$ cat config.mk
export PLATFORM = sky130hd
export DESIGN_NAME = ppu_spr_shift
export DESIGN_NICKNAME = d
export VERILOG_FILES = /design/src/rtl/ppu_spr_shift.sv
export SDC_FILE = /design/constraint.sdc
export NUM_CORES = 1
export LEC_CHECK = 0
export ABC_AREA = 0
export CELL_PAD_IN_SITES_DETAIL_PLACEMENT = 1
export CELL_PAD_IN_SITES_GLOBAL_PLACEMENT = 1
export CORE_MARGIN = 8
export CORE_UTILIZATION = 45
export CTS_CLUSTER_DIAMETER = 100
export DETAILED_ROUTE_END_ITERATION = 16
export PLACE_DENSITY = 0.74
export RECOVER_POWER = 25
export SLEW_MARGIN = 15
export SYNTH_ARGS = -nofsm -noshare
export SYNTH_HDL_FRONTEND = slang
export SYNTH_SLANG_ARGS = --single-unit
$ cat constraint.sdc
create_clock -name clk -period 4.35 [get_ports clk]
set_input_delay 0.87 -clock clk [delete_from_list [all_inputs] [get_ports clk]]
set_output_delay 0.87 -clock clk [all_outputs]
set_load 0.02 [all_outputs]
$ cat src/rtl/ppu_spr_shift.sv
// Sprite output stage: eight slot shifters, priority mux
// and the sticky sprite-0 hit flag.
module ppu_spr_shift (
  input  logic       clk,
  input  logic       reset,
  input  logic [9:0] x_idx,
  input  logic [9:0] scanline,
  input  logic       ld_en,
  input  logic [2:0] ld_slot,
  input  logic [7:0] ld_pt_lo,
  input  logic [7:0] ld_pt_hi,
  input  logic [7:0] ld_attr,
  input  logic [7:0] ld_x,
  input  logic       ld_spr0,
  input  logic [3:0] bg_pixel,
  input  logic       show_spr,
  input  logic       show_spr_left,
  input  logic       show_bg_left,
  output logic [3:0] pixel,
  output logic       spr_behind,
  output logic       spr0_hit
);

  logic [7:0] pt_lo [8];
  logic [7:0] pt_hi [8];
  logic [7:0] xcnt  [8];
  logic [1:0] pal   [8];
  logic [7:0] prio;
  logic [7:0] is0;

  logic       vis_line;
  logic       shift_en;
  logic       ld_win;
  logic       left;
  logic       mask;
  logic       hit_ok;
  logic [1:0] cand [8];
  logic [7:0] opq;
  logic       win;
  logic [3:0] win_pix;
  logic       win_prio;

  logic unused_ok;
  assign unused_ok = &{1'b0, ld_attr[7],
                       ld_attr[4:2], bg_pixel[3:2]};

  function automatic logic [7:0] rev8(
    input logic [7:0] v
  );
    for (int i = 0; i < 8; i++) rev8[i] = v[7-i];
  endfunction

  assign vis_line = scanline >= 10'd1 &&
                    scanline <= 10'd240;
  assign shift_en = vis_line && x_idx >= 10'd1 &&
                    x_idx <= 10'd256;
  assign ld_win   = x_idx >= 10'd257 &&
                    x_idx <= 10'd320;
  assign left     = x_idx <= 10'd8;
  assign mask     = !show_spr ||
                    (!show_spr_left && left);

  // Lowest slot wins: scan high to low, last hit sticks.
  always_comb begin
    win      = 1'b0;
    win_pix  = 4'd0;
    win_prio = 1'b0;
    opq      = 8'd0;
    for (int i = 0; i < 8; i++) begin
      cand[i] = {pt_hi[i][7], pt_lo[i][7]};
      opq[i]  = xcnt[i] == 8'd0 && cand[i] != 2'd0;
    end
    for (int i = 7; i >= 0; i--) begin
      if (opq[i]) begin
        win      = 1'b1;
        win_pix  = {pal[i], cand[i]};
        win_prio = prio[i];
      end
    end
  end

  assign hit_ok = shift_en && |(opq & is0) &&
                  bg_pixel[1:0] != 2'd0 && show_spr &&
                  x_idx != 10'd256 &&
                  !(left && (!show_spr_left ||
                             !show_bg_left));

  always_ff @(posedge clk) begin
    if (reset) begin
      pixel      <= 4'd0;
      spr_behind <= 1'b0;
      spr0_hit   <= 1'b0;
      prio       <= 8'd0;
      is0        <= 8'd0;
      for (int i = 0; i < 8; i++) begin
        pt_lo[i] <= 8'd0;
        pt_hi[i] <= 8'd0;
        xcnt[i]  <= 8'd0;
        pal[i]   <= 2'd0;
      end
    end else begin
      if (shift_en && win && !mask) begin
        pixel      <= win_pix;
        spr_behind <= win_prio;
      end else begin
        pixel      <= 4'd0;
        spr_behind <= 1'b0;
      end
      if (scanline == 10'd0 && x_idx == 10'd1)
        spr0_hit <= 1'b0;
      else if (hit_ok)
        spr0_hit <= 1'b1;
      for (int i = 0; i < 8; i++) begin
        if (shift_en) begin
          if (xcnt[i] != 8'd0) begin
            xcnt[i] <= xcnt[i] - 8'd1;
          end else begin
            pt_lo[i] <= {pt_lo[i][6:0], 1'b0};
            pt_hi[i] <= {pt_hi[i][6:0], 1'b0};
          end
        end
        if (x_idx == 10'd257) begin
          pt_lo[i] <= 8'd0;
          pt_hi[i] <= 8'd0;
          is0[i]   <= 1'b0;
        end
        if (ld_win && ld_en && ld_slot == 3'(i)) begin
          pt_lo[i] <= ld_attr[6] ? rev8(ld_pt_lo)
                                 : ld_pt_lo;
          pt_hi[i] <= ld_attr[6] ? rev8(ld_pt_hi)
                                 : ld_pt_hi;
          pal[i]   <= ld_attr[1:0];
          prio[i]  <= ld_attr[5];
          is0[i]   <= ld_spr0;
          xcnt[i]  <= ld_x;
        end
      end
    end
  end

endmodule

Word level (Yosys, flattened, before mapping)
Memory sizes are Yosys's and may differ from the RTL's. Cells that the tools add are included.

$add $sub $neg: 8. Magnitude comparators: 7. Equality and inequality tests: 10. Muxes and demuxes: 200. Bitwise logic cells: 74. Reductions and logical operators: 76.

Operators by type and width (count): $mux W8 (66); $mux W1 (118); $or A1 B1 Y1 (72); $logic_not A8 Y1 (8); $reduce_bool A8 Y1 (8); $sub A8 B1 Y8 const B (8); $reduce_bool A2 Y1 (17); $mux W4 (8); $logic_and A1 B1 Y1 (31); $ge A10 B1 Y1 const B (2); $le A10 B9 Y1 const B (2); $mux W2 (8); $eq A3 B3 Y1 const B (4); $eq A10 B1 Y1 const B (1); $eq A10 B9 Y1 const B (1); $ge A10 B9 Y1 const B (1); $le A10 B4 Y1 const B (1); $le A10 B8 Y1 const B (1); $logic_not A10 Y1 (1); $ne A10 B9 Y1 const B (1); $and A8 B8 Y8 (1); $reduce_or A8 Y1 (1); $eq A3 B2 Y1 const B (2); $logic_not A1 Y1 (5); other kinds (5) (7).

Register bits: 22. Bits in writable memories: 208. Input bits: 66. Output and inout port bits: 6. Word-level logic and storage cells: 398. Memories: 4.

Memory list: pt_hi (depth 8, width 8, read ports 8, clocked after memory_dff 0, wr ports 8, RTL line 25) `logic [7:0] pt_hi [8];`; pt_lo (depth 8, width 8, read ports 8, clocked after memory_dff 0, wr ports 8, RTL line 24) `logic [7:0] pt_lo [8];`; xcnt (depth 8, width 8, read ports 8, clocked after memory_dff 0, wr ports 8, RTL line 26) `logic [7:0] xcnt [8];`; pal (depth 8, width 2, read ports 8, clocked after memory_dff 0, wr ports 8, RTL line 27) `logic [1:0] pal [8];`.

Depth between registers and ports, before layout
Gate-level depths: netlist (run 1). An unclocked memory read counts as a cell.

Depth in word-level cells: 15. Mapped depth: 10. Depth with buffers taken out: 8.

Worst setup path before layout (run 1)
OpenSTA, ideal clock, no wires.

Path type: input -> register. Start: in scanline[3]. End: mem pt_hi[2][0] (netlist: pt_hi[0][16]), enable pin. Library setup time: 0.376 ns. Arrival: 2.965 ns. Path slack: 1.009 ns. Cell stages on the path: 8. Path buffers: 3. Path through: nor4_1 -> mux2i_1 -> nor4bb_1 -> clkbuf_1 -> and2_1 -> clkbuf_1 -> buf_2 -> nand3b_1.

RTL lines: start, declared (RTL line 7) `input logic [9:0] scanline,`; end, declared (RTL line 25).

==> results of run 1 <==
[flip-flops by register name, summed over array words and instances (netlist names)]
register    cells
xcnt           64
pixel           4
pal            16
pt_hi          64
spr_behind      1
prio            8
is0             8
pt_lo          64
spr0_hit        1
[final cells by class]
type | count | area [um^2] | share of cell area [%]
tap | 330 | 413 | 3.09
multi-input combinational | 754 | 4360 | 32.7
inverter | 30 | 113 | 0.844
sequential | 230 | 6690 | 50.1
clock buffer | 36 | 718 | 5.38
timing repair buffer | 113 | 975 | 7.30
clock inverter | 11 | 83.8 | 0.628
[how the worst max path moves through the flow]
stage | startpoint | endpoint | slack, ps | cells after the start
after floorplan | scanline[3] | pt_hi[0][16]$_SDFFCE_PN0P_ | 1010 | 8
after global placement | x_idx[2] | pt_lo[1][26]$_SDFFCE_PP0P_ | 490 | 6
after detailed placement | x_idx[2] | pt_hi[1][25]$_SDFFCE_PP0P_ | 400 | 6
after CTS | x_idx[2] | pt_hi[1][31]$_SDFFCE_PP0P_ | 960 | 6
after global routing | x_idx[2] | xcnt[0][17]$_SDFFCE_PN0P_ | 430 | 9
final | x_idx[2] | pt_hi[0][22]$_SDFFCE_PN0P_ | 640 | 8
[routing by layer]
metal,vias up,part of all wire (%)
li1,4140,-
met1,4394,44
met2,170,50
met3,59,3.6
met4,0,2.6
met5,-,0
[power by group]
group          internal, mW  switching (mW)  leakage [nW]
clock                  1.21           0.869         0.392
combinational         0.160           0.240          1.88
sequential             2.51          0.0554          2.31
[worst max-delay path, cell delays in order]
cell and delay [ps]:
dlygate4sd3_1 590, or3_1 450, o31a_1 310, nor4_1 360
clkbuf_1 460, nand3_1 130, clkbuf_1 500, o21ai_0 380
[kinds of logic after synthesis]
group                    after synthesis  share of synthesized area (%)
AND/OR/NAND/NOR                      420                           17.7
AO/OA/AOI/OAI                        258                           14.1
flip-flops                           230                           58.4
buffers and inverters                 91                           3.52
XOR/XNOR                              45                           3.44
multiplexers                          23                           2.02
adder cells (fa/ha/maj)                8                          0.874
[stage by stage]
| step | worst slack, ps | std cells | hold slack [ps] | utilization, % |
|---|---|---|---|---|
| 4_1_cts | 955 | 1504 | 457 | 53.3 |
| 5_1_grt | 435 | 1504 | 477 | 53.2 |
| 2_1_floorplan | 1010 | 1075 | 431 | - |
| 6_report | 637 | 1504 | 457 | 53.2 |
| 3_5_place_dp | 404 | 1457 | 449 | 50.1 |
| 3_3_place_gp | 487 | 1457 | 441 | 50.1 |
[layout by cell type (no fill, tap or decap), types with 7 or more instances in the layout]
cell,netlist,final
dfxtp_1,22,22
o21ai_0,134,134
clkdlybuf4s50_1,0,57
a21oi_1,23,23
a31oi_1,7,7
nor4_1,13,14
nor2_1,84,84
o2bb2ai_1,17,17
xor2_1,11,11
nand2_1,163,163
mux2i_1,22,22
clkbuf_1,32,16
or3_1,7,7
o31ai_1,16,16
clkbuf_16,0,26
nand3b_1,7,7
xnor2_1,34,34
a211oi_1,12,12
dlygate4sd3_1,0,7
edfxtp_1,208,208
buf_4,2,40
inv_1,30,30
nand2b_1,10,10
nand3_1,49,49
nor3_1,29,30
o211ai_1,9,9
ha_1,8,8
==> summary.txt, run 1 <==
Status
  – Status: finished clean

Floorplan
  – Width of the die: 176 um
  – Starting Density: 45.6%
  – Number of I/O pins: 72
  – Die ar.: 30800 um^2
  – Die Span Y: 176 um
  – Core box area: 25100 um^2
  – Site Rows: 58

Placement
  – Placer congestion estimate: 0.836
  – Port bufs: 65
  – Dpl cell area: 12600 um^2
  – DP Wirelength: 22400 um

Layout
  – Synth-to-layout area growth: 16.5%
  – Fill cells: 2770
  – Nets: 1229
  – Final Cell Area: 13300 um^2
  – Layout cells sized above 1: 8.26%
  – Ant. Diodes: 0

Drt
  – Via count: 8763
  – Router iterations before antenna repair: 6
  – Post-DRT Antenna Nets: 0
  – Routed WL: 31800 um
  – Drt via density: 5.83
  – Number of DRC markers in iteration 0: 598
  – Wirelength per Cell: 21.1 um
  – # DRC: 0

STA
  – Final Setup Violations: 0
  – Final worst-path cycle share: 85.4%
  – Clock Skew: 7.06 ps
  – Worst-Margin Slew: 1440 ps
  – Rel. slew slack: 3.74%
  – Crit path time final: 3710 ps
  – Setup_tns: 0 ps
  – RSZ-0062 raised after global routing: no
  – Final Max Tran Viols: 0
  – Fmax achieved: 0.269 GHz
  – Final Hold Viols: 0

Logic synthesis
  – Yosys reg bits: 230
  – Number of enable flip-flop cells after synthesis: 208
  – Synth top area cells: edfxtp_1 55%, o21ai_0 5.9%, nand2_1 5.3%
  – Post-synth net total: 1149
  – Post-synthesis cell area: 11500 um^2
  – Cell variety after synth: 75
  – Yosys warns: 0
  – Post-synth ARST share: 0%
  – Area share of the largest cell type after synthesis: 54.5%
  – Sequential-to-total area share from yosys stat: 58.4%
  – Count leader, synth: edfxtp_1
  – Post-synth top cells: 208 x edfxtp_1, 163 x nand2_1, 134 x o21ai_0, 84 x nor2_1, 49 x nand3_1
  – Synth Flop Type: edfxtp_1
  – Largest area contributor in the netlist: edfxtp_1
  – Avg Cell Area, Syn: 10.7 um^2
  – Post-synthesis cell count: 1075

Global route
  – GR Layer Usage met3: 2.47%
  – Vias in the first global route: 9122
  – First-pass GRT wire length: 50700 um
  – Antenna violations before repair: 0
  – Grt met1 use: 26.3%
  – Most used routing layer: met2
  – Gr usage total: 20.5%
  – Largest net degree at the start of global routing: 65
  – M2 GR Usage: 35.8%
  – GR Overflow Total: 0

Setup path
  – Worst EP required: 4690 ps
  – Arr. time, crit path: 4060 ps
  – CP max FO: 22
  – Reg2Reg Depth: 8
  – Worst Setup Start Kind: input pin
  – Reg2reg start: xcnt[1][0]$_SDFFCE_PN0P_
  – Setup Crit Path Kind: input pin to flop
  – Reg-to-Reg End: spr_behind$_SDFF_PP0_
  – Critical Path Sink Type: flop
  – FF-to-FF setup slack: 1200 ps

Flow run
  – Max-Cap Viols: 0

Clock network
  – CTS tree: done
  – Longest Clk Path Bufs: 3
  – Clock Pin Slew Worst Setup and Hold Paths: 60 ps
  – Hold-fix buffers, CTS: 0
  – Clock Sinks: 230
  – Clk root buf: clkbuf_16
  – Resize count post-CTS: 0
  – Max H-tree Level: 1
  – Worst-skew pair later-pin latency: 530 ps
  – Num CTS Buffers: 26
  – Post-CTS Repair Setup Buffers: 0

Power and ir drop
  – Leak: 4.58 nW
  – Cell Pwr Density: 378 nW/um^2
  – VDD IR max: 0.239 mV
  – Power consumption: 5.04 mW

Min path
  – Hold Crit Class: flop to flop
  – Hold_sp: prio[2]$_SDFFE_PP0N_
  – Min-Delay Endpoint: prio[2]$_SDFFE_PP0N_
  – Hold depth: 2
Power figures use the tool's default switching activity.
==> inputs of run 2 (changes only) <==
- SKIP_LAST_GASP: unset -> 1
==> results of run 2 <==
No change in the layout: final DEF, timing and power equal those of run 1.
==> inputs of run 3 (changes only) <==
- ABC_CLOCK_PERIOD_IN_PS: unset -> 4350
- CAP_MARGIN: unset -> 25
==> summary.txt, run 3 (same netlist as run 1, synthesis figures left out) <==
STA
  – Fmax achieved: 0.268 GHz (-0.66%)
  – Final Setup Violations: 0 (unchanged)
  – RSZ-0062 raised after global routing: no
  – Final Hold Viols: 0 (unchanged)
  – Rel. slew slack: 5.09% (+1.3 points)
  – Crit path time final: 3740 ps (+24.6 ps)
  – Worst-Margin Slew: 1420 ps (-20.2 ps)
  – Final Max Tran Viols: 0 (unchanged)
  – Clock Skew: 6.94 ps (-0.126 ps)
  – Final worst-path cycle share: 85.9% (+0.57 points)
  – Setup_tns: 0 ps (unchanged)

Setup path
  – Arr. time, crit path: 4080 ps (+20 ps)
  – Critical Path Sink Type: flop
  – Reg2Reg Depth: 8 (unchanged)
  – CP max FO: 22 (unchanged)
  – Setup Crit Path Kind: input pin to flop
  – Reg-to-Reg End: spr_behind$_SDFF_PP0_
  – Critical Path Max Stage Delay: 590 ps (about the same)
  – Reg2reg start: xcnt[1][0]$_SDFFCE_PN0P_
  – FF-to-FF setup slack: 1220 ps (+20 ps)
  – Worst Setup Start Kind: input pin
  – CP max-delay cell: dlygate4sd3_1
  – Worst EP required: 4700 ps (about the same)
  – Most numerous cell on the critical path: clkbuf_1
  – Crit-path cells: dlygate4sd3_1 > or3_1 > o31a_1 > nor4_1 > clkbuf_1 > nand3_1 > clkbuf_1 > o21ai_0

Placement
  – Placed cell count: 1457 (unchanged)
  – DP Wirelength: 22400 um (unchanged)
  – Port bufs: 65 (unchanged)
  – Placer congestion estimate: 0.836 (unchanged)

Floorplan
  – Die Span Y: 176 um (unchanged)
  – Site Rows: 58 (unchanged)
  – Core box area: 25100 um^2 (unchanged)
  – Starting Density: 45.6% (unchanged)
  – Width of the die: 176 um (unchanged)
  – Die ar.: 30800 um^2 (unchanged)
  – Number of I/O pins: 72 (unchanged)

Power and ir drop
  – VDD IR max: 0.239 mV (about the same)
  – P_int: 3.88 mW (about the same)
  – Cell Pwr Density: 378 nW/um^2 (about the same)
  – Net Sw Power: 1.16 mW (about the same)
  – Seq pwr share: 50.9% (about the same)
  – Comb pwr share: 7.9% (about the same)
  – Sw frac: 23.1% (about the same)
  – Leak: 4.58 nW (about the same)
  – Clock power frac: 41.2% (about the same)

Drt
  – Number of DRC markers in iteration 0: 613 (+2.5%)
  – Drt via density: 5.83 (+0.13%)
  – Routed WL: 31800 um (+0.16%)
  – Via count: 8780 (+0.19%)
  – Post-DRT Antenna Nets: 0 (unchanged)
  – # DRC: 0 (unchanged)
  – Router iterations before antenna repair: 5 (-1)
  – Wirelength per Cell: 21.2 um (about the same)

Global route
  – Gr usage total: 20.5% (unchanged)
  – Largest net degree at the start of global routing: 65 (unchanged)
  – Most used routing layer: met2
  – GR Layer Usage met3: 2.47% (unchanged)
  – M2 GR Usage: 35.8% (unchanged)
  – Grt met1 use: 26.3% (unchanged)
  – GR Overflow Total: 0 (unchanged)
  – Antenna violations before repair: 0 (unchanged)
  – Vias in the first global route: 9122 (unchanged)
  – First-pass GRT wire length: 50700 um (unchanged)

Layout
  – Synth-to-layout area growth: 16.5% (about the same)
  – Nets: 1230 (+0.081%)
  – Non-Filler Instances: 1505 (+0.066%)
  – Ant. Diodes: 0 (unchanged)
  – Largest registers: pt_hi x64, pt_lo x64, xcnt x64
  – Layout cells sized above 1: 8.26% (about the same)
  – Commonest non-fill, non-tap cell in the layout: edfxtp_1
  – Commonest non-fill, non-tap cells in the layout: 208 x edfxtp_1, 163 x nand2_1, 134 x o21ai_0

Clock network
  – Num CTS Buffers: 26 (unchanged)
  – Clock Pin Slew Worst Setup and Hold Paths: 60 ps (about the same)
  – Resize count post-CTS: 0 (unchanged)
  – Clk root buf: clkbuf_16
  – Clock Sinks: 230 (unchanged)
  – Max H-tree Level: 1 (unchanged)
  – Worst-skew pair later-pin latency: 530 ps (about the same)
  – Hold-fix buffers, CTS: 0 (unchanged)
  – CTS tree: done
  – Post-CTS Repair Setup Buffers: 0 (unchanged)
  – Longest Clk Path Bufs: 3 (unchanged)

Flow run
  – Max-Cap Viols: 0 (unchanged)

Min path
  – Min-Delay Endpoint: prio[2]$_SDFFE_PP0N_
  – Hold Crit Class: flop to flop
  – Hold_sp: prio[2]$_SDFFE_PP0N_
  – Hold depth: 2 (unchanged)

Status
  – Status: finished clean
## run 3: cell types whose count changed in the layout (fill, tap and decap cells not counted), sizes merged
| cell | previous run | this run |
|---|---|---|
| clkbuf | 45 | 46 |
## run 3: final cells by class
cell class,instances,area (um^2)
clock buffer,36,718
tap,330,413
clock inverter,11,83.8
inverter,30,113
multi-input combinational,754,4360
fill,2772,11800
sequential,230,6690
timing repair buffer,114,978
## run 3: how the worst max path moves through the flow
| stage | cells past startpoint | slack [ps] | to | from |
|---|---|---|---|---|
| after floorplan | 8 | 1010 | pt_hi[0][16]$_SDFFCE_PN0P_ | scanline[3] |
| after global placement | 6 | 490 | pt_lo[1][26]$_SDFFCE_PP0P_ | x_idx[2] |
| after detailed placement | 6 | 400 | pt_hi[1][25]$_SDFFCE_PP0P_ | x_idx[2] |
| after CTS | 6 | 960 | pt_hi[1][31]$_SDFFCE_PP0P_ | x_idx[2] |
| after global routing | 9 | 430 | xcnt[0][17]$_SDFFCE_PN0P_ | x_idx[2] |
| final | 8 | 610 | pt_hi[0][22]$_SDFFCE_PN0P_ | x_idx[2] |
## run 3: metal layers
layer,up-vias,wire [um]
li1,4140,-
met1,4427,14000
met2,156,16100
met3,57,988
met4,0,773
met5,-,0
## run 3: worst max-delay path, delay by kind of cell
| kind | cells | cell delay, ps |
|---|---|---|
| AOI/OAI and AO/OA | 2 | 680 |
| buffers and inverters | 3 | 1560 |
| and+or+nand+nor | 3 | 970 |
## run 3: metrics by stage
step | hold slack, ps | setup slack, ps | total power, mW | area [um^2] | utilization, %
3_5_place_dp | 449 | 404 | 3.01 | 12600 | 50.1
5_1_grt | 477 | 435 | 5.20 | 13400 | 53.2
4_1_cts | 457 | 955 | 5.08 | 13400 | 53.3
6_report | 456 | 612 | 5.04 | 13400 | 53.2
3_3_place_gp | 441 | 487 | 2.99 | 12600 | 50.1
2_1_floorplan | 431 | 1010 | 2.82 | 11500 | -
## run 3: power by group through the flow
stage	clock network [mW]	logic (mW)	registers (mW)
after floorplan	0	0.227	2.59
after global placement	0	0.390	2.60
after detailed placement	0	0.405	2.61
after CTS	2.11	0.407	2.56
after global routing	2.18	0.438	2.57
final	2.08	0.400	2.57
